$ cat config.mk
export PLATFORM = sky130hd
export DESIGN_NAME = ysyx_22040237_idu_stage_flat
export DESIGN_NICKNAME = d
export VERILOG_FILES = /design/src/rtl/ysyx_22040237_idu_stage_if.sv /design/src/rtl/ysyx_22040237_idu_stage.sv /design/src/flat_wrapper.sv
export SDC_FILE = /design/constraint.sdc
export NUM_CORES = 1
export LEC_CHECK = 0
export BUFFER_PORTS_ARGS = -buffer_cell sky130_fd_sc_hd__buf_2
export CORE_AREA = 2 2 168 186
export CTS_CLUSTER_DIAMETER = 60
export CTS_CLUSTER_SIZE = 40
export DETAILED_ROUTE_END_ITERATION = 16
export DIE_AREA = 0 0 170 188
export HOLD_SLACK_MARGIN = 0.1
export MAX_ROUTING_LAYER = met4
export PLACE_DENSITY = 0.69
export SLEW_MARGIN = 20
export SYNTH_ARGS = -nofsm -noshare
export SYNTH_HDL_FRONTEND = slang
export SYNTH_SLANG_ARGS = --single-unit
export TNS_END_PERCENT = 10
$ cat constraint.sdc
create_clock -name clk -period 1.8 [get_ports clk]
set_input_delay 0.09 -clock clk [delete_from_list [all_inputs] [get_ports clk]]
set_output_delay 0.09 -clock clk [all_outputs]
set_load 0.05 [all_outputs]
$ cat src/rtl/ysyx_22040237_idu_stage_if.sv
// Handshake and data bundle between the IFU/regfile/EXU environment and the decode stage.
// The stage uses the slave modport and the environment drives the master modport.
interface ysyx_22040237_idu_stage_if #(
  parameter int XLEN  = 64,
  parameter int PC_W  = 32,
  parameter int OPC_W = 8
);
  logic             in_valid;
  logic             in_ready;
  logic [PC_W-1:0]  in_pc;
  logic [31:0]      in_inst;
  logic [4:0]       rs1_addr;
  logic [4:0]       rs2_addr;
  logic [XLEN-1:0]  rs1_data;
  logic [XLEN-1:0]  rs2_data;
  logic             flush;
  logic             out_valid;
  logic             out_ready;
  logic [OPC_W-1:0] out_alu_op;
  logic [XLEN-1:0]  out_op1;
  logic [XLEN-1:0]  out_op2;
  logic             out_rd_w_en;
  logic [4:0]       out_rd_w_addr;
  logic             out_jmp;
  logic [PC_W-1:0]  out_jmp_target;
  logic             out_ebreak;
  logic             out_illegal;

  modport slave (
    input  in_valid, in_pc, in_inst, rs1_data, rs2_data, flush, out_ready,
    output in_ready, rs1_addr, rs2_addr, out_valid, out_alu_op, out_op1, out_op2,
           out_rd_w_en, out_rd_w_addr, out_jmp, out_jmp_target, out_ebreak, out_illegal
  );

  modport master (
    output in_valid, in_pc, in_inst, rs1_data, rs2_data, flush, out_ready,
    input  in_ready, rs1_addr, rs2_addr, out_valid, out_alu_op, out_op1, out_op2,
           out_rd_w_en, out_rd_w_addr, out_jmp, out_jmp_target, out_ebreak, out_illegal
  );
endinterface

$ cat src/rtl/ysyx_22040237_idu_stage.sv
// RV64I-subset decode stage: one registered decode bundle between IFU and EXU, with flush.
// Define YSYX_22040237_IDU_PERF_EN to add the saturating perf_stall_cnt output.
module ysyx_22040237_idu_stage #(
  parameter int XLEN  = 64,
  parameter int PC_W  = 32,
  parameter int OPC_W = 8
) (
  input  logic clk,
  input  logic rst_n,
  ysyx_22040237_idu_stage_if.slave bus
`ifdef YSYX_22040237_IDU_PERF_EN
  , output logic [31:0] perf_stall_cnt
`endif
);

  localparam logic [OPC_W-1:0] OP_ADD = OPC_W'(8'h11);
  localparam logic [OPC_W-1:0] OP_SUB = OPC_W'(8'h12);

  typedef struct packed {
    logic [OPC_W-1:0] alu_op;
    logic [XLEN-1:0]  op1;
    logic [XLEN-1:0]  op2;
    logic             rd_w_en;
    logic [4:0]       rd_w_addr;
    logic             jmp;
    logic [PC_W-1:0]  jmp_target;
    logic             ebreak;
    logic             illegal;
  } bundle_t;

  bundle_t dec_d, out_q;
  logic    valid_q;
  logic    accept;
  logic    writes_rd;

  logic [31:0]     inst;
  logic [6:0]      opcode;
  logic [2:0]      funct3;
  logic [6:0]      funct7;
  logic [4:0]      rd;
  logic [XLEN-1:0] imm_i, imm_u, pc_x;
  logic [PC_W-1:0] imm_j, jalr_sum;

  assign inst     = bus.in_inst;
  assign opcode   = inst[6:0];
  assign rd       = inst[11:7];
  assign funct3   = inst[14:12];
  assign funct7   = inst[31:25];
  assign imm_i    = {{(XLEN-12){inst[31]}}, inst[31:20]};
  assign imm_u    = {{(XLEN-32){inst[31]}}, inst[31:12], 12'h000};
  assign imm_j    = {{(PC_W-21){inst[31]}}, inst[31], inst[19:12], inst[20], inst[30:21], 1'b0};
  assign pc_x     = {{(XLEN-PC_W){1'b0}}, bus.in_pc};
  // Only the low PC_W bits of rs1+imm reach the target, so the sum is done at PC width.
  assign jalr_sum = bus.rs1_data[PC_W-1:0] + imm_i[PC_W-1:0];

  assign bus.rs1_addr = inst[19:15];
  assign bus.rs2_addr = inst[24:20];

  // NOTE: every field gets a default before the case so no path can infer a latch.
  always_comb begin
    dec_d     = '0;
    writes_rd = 1'b0;
    unique case (opcode)
      7'b0010011: begin
        if (funct3 == 3'b000) begin
          dec_d.alu_op = OP_ADD; dec_d.op1 = bus.rs1_data; dec_d.op2 = imm_i; writes_rd = 1'b1;
        end else dec_d.illegal = 1'b1;
      end
      7'b0110011: begin
        if (funct3 == 3'b000 && funct7 == 7'b0000000) begin
          dec_d.alu_op = OP_ADD; dec_d.op1 = bus.rs1_data; dec_d.op2 = bus.rs2_data; writes_rd = 1'b1;
        end else if (funct3 == 3'b000 && funct7 == 7'b0100000) begin
          dec_d.alu_op = OP_SUB; dec_d.op1 = bus.rs1_data; dec_d.op2 = bus.rs2_data; writes_rd = 1'b1;
        end else dec_d.illegal = 1'b1;
      end
      7'b0110111: begin
        dec_d.alu_op = OP_ADD; dec_d.op2 = imm_u; writes_rd = 1'b1;
      end
      7'b0010111: begin
        dec_d.alu_op = OP_ADD; dec_d.op1 = pc_x; dec_d.op2 = imm_u; writes_rd = 1'b1;
      end
      7'b1101111: begin
        dec_d.alu_op = OP_ADD; dec_d.op1 = pc_x; dec_d.op2 = XLEN'(4); writes_rd = 1'b1;
        dec_d.jmp = 1'b1; dec_d.jmp_target = bus.in_pc + imm_j;
      end
      7'b1100111: begin
        if (funct3 == 3'b000) begin
          dec_d.alu_op = OP_ADD; dec_d.op1 = pc_x; dec_d.op2 = XLEN'(4); writes_rd = 1'b1;
          dec_d.jmp = 1'b1; dec_d.jmp_target = jalr_sum & ~PC_W'(1);
        end else dec_d.illegal = 1'b1;
      end
      7'b1110011: begin
        if (inst == 32'h0010_0073) dec_d.ebreak = 1'b1;
        else dec_d.illegal = 1'b1;
      end
      default: dec_d.illegal = 1'b1;
    endcase
    dec_d.rd_w_en   = writes_rd && (rd != 5'd0);
    dec_d.rd_w_addr = dec_d.rd_w_en ? rd : 5'd0;
  end

  assign bus.in_ready = !valid_q || bus.out_ready;
  assign accept       = bus.in_valid && bus.in_ready;

  // NOTE: sequential state uses non-blocking assignments so all registers update together.
  always_ff @(posedge clk or negedge rst_n) begin
    if (!rst_n) begin
      valid_q <= 1'b0;
      out_q   <= '0;
    end else if (bus.flush) begin
      valid_q <= 1'b0;
    end else if (accept) begin
      valid_q <= 1'b1;
      out_q   <= dec_d;
    end else if (bus.out_ready) begin
      valid_q <= 1'b0;
    end
  end

  assign bus.out_valid      = valid_q;
  assign bus.out_alu_op     = out_q.alu_op;
  assign bus.out_op1        = out_q.op1;
  assign bus.out_op2        = out_q.op2;
  assign bus.out_rd_w_en    = out_q.rd_w_en;
  assign bus.out_rd_w_addr  = out_q.rd_w_addr;
  assign bus.out_jmp        = out_q.jmp;
  assign bus.out_jmp_target = out_q.jmp_target;
  assign bus.out_ebreak     = out_q.ebreak;
  assign bus.out_illegal    = out_q.illegal;

`ifdef YSYX_22040237_IDU_PERF_EN
  logic [31:0] stall_q;

  always_ff @(posedge clk or negedge rst_n) begin
    if (!rst_n) stall_q <= '0;
    else if (valid_q && !bus.out_ready && stall_q != 32'hFFFF_FFFF) stall_q <= stall_q + 32'd1;
  end

  assign perf_stall_cnt = stall_q;
`endif

endmodule

$ cat src/flat_wrapper.sv
// flat-port wrapper written by rule: the top's interface ports become plain ports
module ysyx_22040237_idu_stage_flat 
#(
  parameter int XLEN  = 64,
  parameter int PC_W  = 32,
  parameter int OPC_W = 8
)
  (clk, rst_n, bus_in_valid, bus_in_pc, bus_in_inst, bus_rs1_data, bus_rs2_data, bus_flush, bus_out_ready, bus_in_ready, bus_rs1_addr, bus_rs2_addr, bus_out_valid, bus_out_alu_op, bus_out_op1, bus_out_op2, bus_out_rd_w_en, bus_out_rd_w_addr, bus_out_jmp, bus_out_jmp_target, bus_out_ebreak, bus_out_illegal);
  ysyx_22040237_idu_stage_if #(.XLEN(XLEN), .PC_W(PC_W), .OPC_W(OPC_W)) bus_i ();
  input  logic clk;
  input  logic rst_n;
  input wire logic [$bits(bus_i.in_valid)-1:0] bus_in_valid;
  input wire logic [$bits(bus_i.in_pc)-1:0] bus_in_pc;
  input wire logic [$bits(bus_i.in_inst)-1:0] bus_in_inst;
  input wire logic [$bits(bus_i.rs1_data)-1:0] bus_rs1_data;
  input wire logic [$bits(bus_i.rs2_data)-1:0] bus_rs2_data;
  input wire logic [$bits(bus_i.flush)-1:0] bus_flush;
  input wire logic [$bits(bus_i.out_ready)-1:0] bus_out_ready;
  output wire logic [$bits(bus_i.in_ready)-1:0] bus_in_ready;
  output wire logic [$bits(bus_i.rs1_addr)-1:0] bus_rs1_addr;
  output wire logic [$bits(bus_i.rs2_addr)-1:0] bus_rs2_addr;
  output wire logic [$bits(bus_i.out_valid)-1:0] bus_out_valid;
  output wire logic [$bits(bus_i.out_alu_op)-1:0] bus_out_alu_op;
  output wire logic [$bits(bus_i.out_op1)-1:0] bus_out_op1;
  output wire logic [$bits(bus_i.out_op2)-1:0] bus_out_op2;
  output wire logic [$bits(bus_i.out_rd_w_en)-1:0] bus_out_rd_w_en;
  output wire logic [$bits(bus_i.out_rd_w_addr)-1:0] bus_out_rd_w_addr;
  output wire logic [$bits(bus_i.out_jmp)-1:0] bus_out_jmp;
  output wire logic [$bits(bus_i.out_jmp_target)-1:0] bus_out_jmp_target;
  output wire logic [$bits(bus_i.out_ebreak)-1:0] bus_out_ebreak;
  output wire logic [$bits(bus_i.out_illegal)-1:0] bus_out_illegal;
  assign bus_i.in_valid = bus_in_valid;
  assign bus_i.in_pc = bus_in_pc;
  assign bus_i.in_inst = bus_in_inst;
  assign bus_i.rs1_data = bus_rs1_data;
  assign bus_i.rs2_data = bus_rs2_data;
  assign bus_i.flush = bus_flush;
  assign bus_i.out_ready = bus_out_ready;
  assign bus_in_ready = bus_i.in_ready;
  assign bus_rs1_addr = bus_i.rs1_addr;
  assign bus_rs2_addr = bus_i.rs2_addr;
  assign bus_out_valid = bus_i.out_valid;
  assign bus_out_alu_op = bus_i.out_alu_op;
  assign bus_out_op1 = bus_i.out_op1;
  assign bus_out_op2 = bus_i.out_op2;
  assign bus_out_rd_w_en = bus_i.out_rd_w_en;
  assign bus_out_rd_w_addr = bus_i.out_rd_w_addr;
  assign bus_out_jmp = bus_i.out_jmp;
  assign bus_out_jmp_target = bus_i.out_jmp_target;
  assign bus_out_ebreak = bus_i.out_ebreak;
  assign bus_out_illegal = bus_i.out_illegal;
  ysyx_22040237_idu_stage #(.XLEN(XLEN), .PC_W(PC_W), .OPC_W(OPC_W)) u_core (.clk(clk), .rst_n(rst_n), .bus(bus_i));
endmodule
==> out/results.ini <==
[run]
max-cap-violations = 0

[clock_network]
clock_latency_ps = 450
tritoncts = yes
cts_root_buf = clkbuf_16
numCtsBuffers = 17
cts.sinks = 173
path_clk_slew_ps = 80
cts_buffer_depth = 2
htree_levels = 4

[layout]
nNetsFinal = 2166
drive_gt1_frac = 0.397
syn_to_final_growth_pct = 68.0
final_cell_mix = 370 x buf_2, 247 x buf_4, 172 x dfrtp_1
final_common_cell = buf_2
fin_util = 0.580
stdcell_count = 2303

[placed_design]
gp_congestion = 0.946
port_buffers = 380
dp.cells = 2092
hpwl_mm = 32.5

[power]
power_mw = 11.2
powerDensity_mw_per_mm2 = 638
leakagePower_nw = 8.61
ir_drop_mv = 0.513

[route]
num_vias = 12300
drcViolationCount = 0
drt_wl_total_mm = 45.0
drt_iter0_drc = 718
vias_per_cell = 5.35
drt-wirelength-per-cell_um = 19.5
first_pass_iters = 6
antenna_left = 0

[synthesis]
async_flop_share = 1.00
synth_area_leaders = dfrtp_1 42%, ha_1 7.2%, o21ai_0 6.3%, nand2_1 5.5%, a21oi_1 4.9%
synth-edff-count = 0
synth.top_cell.area_share = 0.416
synth_seq_area_share = 0.416
dominantRegCellSynth = dfrtp_1
synthCells = 1152
yosys.area_share.adder = 0.0759
synth_seq_cells = 173
synth.mux.area_fraction = 0.00492
synth_top_family_by_area = compound AO/OA/AOI/OAI gates
synth.distinct_cells = 68
synth-simple-area-share = 0.135
synth_compound_area_frac = 0.286
yosys_warnings = 0
synth.avg_cell_area_um2 = 9.04
synthXorXnorAreaFrac = 0.0412
yosysTopAreaCell = dfrtp_1
syn_area_mm2 = 0.0104

[setup_path]
path_buf_inv = 1
crit_family = compound AO/OA/AOI/OAI gates
arrival_ps = 2620
crit_chain = buf_6 -> and2_4 -> fa_2 -> a21oi_2 -> o2bb2ai_2 -> o211ai_1 -> a31oi_2 -> a221oi_2 -> o21ai_1 -> a211o_1 -> o21ai_2 -> xor2_1 -> o221ai_1
path_class = in2reg
crit_path_top_delay_cell = a221oi_2
critPathMaxFanout = 3
cpPeakStageDelay_ps = 360
cp-end-kind = flip-flop
startpoint_type = primary input
crit_required_ps = 2110

[global_route]
grt_pass1_wl_mm = 67.9
antenna_found_initial = 3
grt_pass1_vias = 12500
overflow = 0
grt_max_degree = 135
grt_usage = 0.282

[sta]
fin_crit_sh = 1.28
relSlewSlack = 0.587
rsz0062_at_grt = true
fin_crit_ps = 2310
hold_viol = 0
slew_violations = 0
fin_ws_ps = -511
finalSetupViolCount = 16
worst_slew_pin_slew_ps = 620
max_freq_mhz = 433
skew_ps = 15.3

[status]
violations = setup timing
outcome = finished with violations

[floorplan]
ios = 386
floorplan.die.width_um = 170
start_util = 0.345
core_mm2 = 0.0302
rows = 67
die_area_mm2 = 0.0320
die_h_um = 188

[worst_hold_path]
hold_path_class = in2reg

## metrics by stage
stage / area (µm²) / TNS, ps / hold WS, ps / worst slack (ps)
floorplan: 10500 / -41910 / -206 / -578
global placement: 14700 / -78250 / -82.2 / -1110
detailed placement: 14700 / -76780 / -81.1 / -1130
CTS: 17300 / -3210 / 110 / -447
global route: 17500 / -8370 / 108 / -620
finish: 17500 / -3570 / 81.0 / -511
## cell type report
class	instances	area (µm²)
clock inverters	15	174
repair buffers	814	5900
inverters	13	51.3
flip-flops and latches	173	4330
fillers	2528	12700
well taps	379	474
multi-input cells	888	6140
clock buffers	17	425
diodes	4	10.0
## synthesized netlist by cell type (11+ instances only)
cell and count:
dfrtp_1 173, nand2_1 154, o21ai_0 131, a21oi_1 101, nor2_1 61, ha_1 60, a22oi_1 51, clkbuf_1 49
a22o_1 39, a221oi_1 30, xnor2_1 26, a21o_1 23, xor2_1 23, buf_4 15, o21ai_1 15, nor3_1 14
inv_1 13, buf_2 12, nand4_1 11
## where the power goes
group          leakage (nW)  switching, mW  internal (mW)
clock network         0.290           1.94           1.88
logic                  5.94           1.77           1.58
registers              2.38         0.0376           3.94
## timing repair
action | in CTS | in global routing
buffers inserted | 3 | 6
pin swaps | 48 | 36
resized for setup | 65 | 53
hold buffers | 166 | 0
setup endpoints to repair | 84 | 91
endpoints found under the hold margin | 312 | 0
## state kept, by name, summed over array words and instances, names as in the netlist
register                   count
u_core.bus.out_valid           1
u_core.bus.out_jmp_target     32
u_core.bus.out_rd_w_en         1
u_core.bus.out_op2            64
u_core.bus.out_jmp             1
u_core.bus.out_alu_op          3
u_core.bus.out_ebreak          1
u_core.bus.out_illegal         1
u_core.bus.out_rd_w_addr       5
u_core.bus.out_op1            64
## worst paths after layout
path / cells past startpoint / endpoint / slack, ps / start
worst max register to register: 9 / u_core.bus.out_jmp_target[29] / -130 / u_core.bus.out_valid
worst max-delay path: 13 / u_core.bus.out_jmp_target[28] / -510 / bus_rs1_data[0]
max in group asynchronous: 3 / u_core.bus.out_op1[51] / 1000 / rst_n
worst min register to register: 2 / u_core.bus.out_ebreak / 460 / u_core.bus.out_ebreak
worst min-delay path: 4 / u_core.bus.out_op1[0] / 80 / bus_rs1_data[0]
min in group asynchronous: 3 / u_core.bus.out_jmp_target[13] / 190 / rst_n
## worst register-to-register path, cell delays in order (launching register included)
cell and delay (ps):
dfrtp_2 400, nor2b_4 130, inv_4 40, nand3b_1 160, nor2_2 200, nand2_1 140, nor2_1 280, nand3b_1 150
mux2_2 290, o211ai_1 70
## metal layers
layer	GRT usage	part of all wire	routed length, µm
met2	0.474	0.48	21700
met1	0.325	0.40	18000
met4	0.139	0.050	2250
met5	-	0	0
met3	0.0492	0.069	3100
## kinds of logic after synthesis
logic type               Yosys count
multiplexers                       5
AND/OR/NAND/NOR                  308
AO/OA/AOI/OAI                    459
XOR/XNOR                          49
adder cells (fa/ha/maj)           62
other                              1
buffers and inverters             95
flip-flops                       173
(Power assumes the default switching activity.)
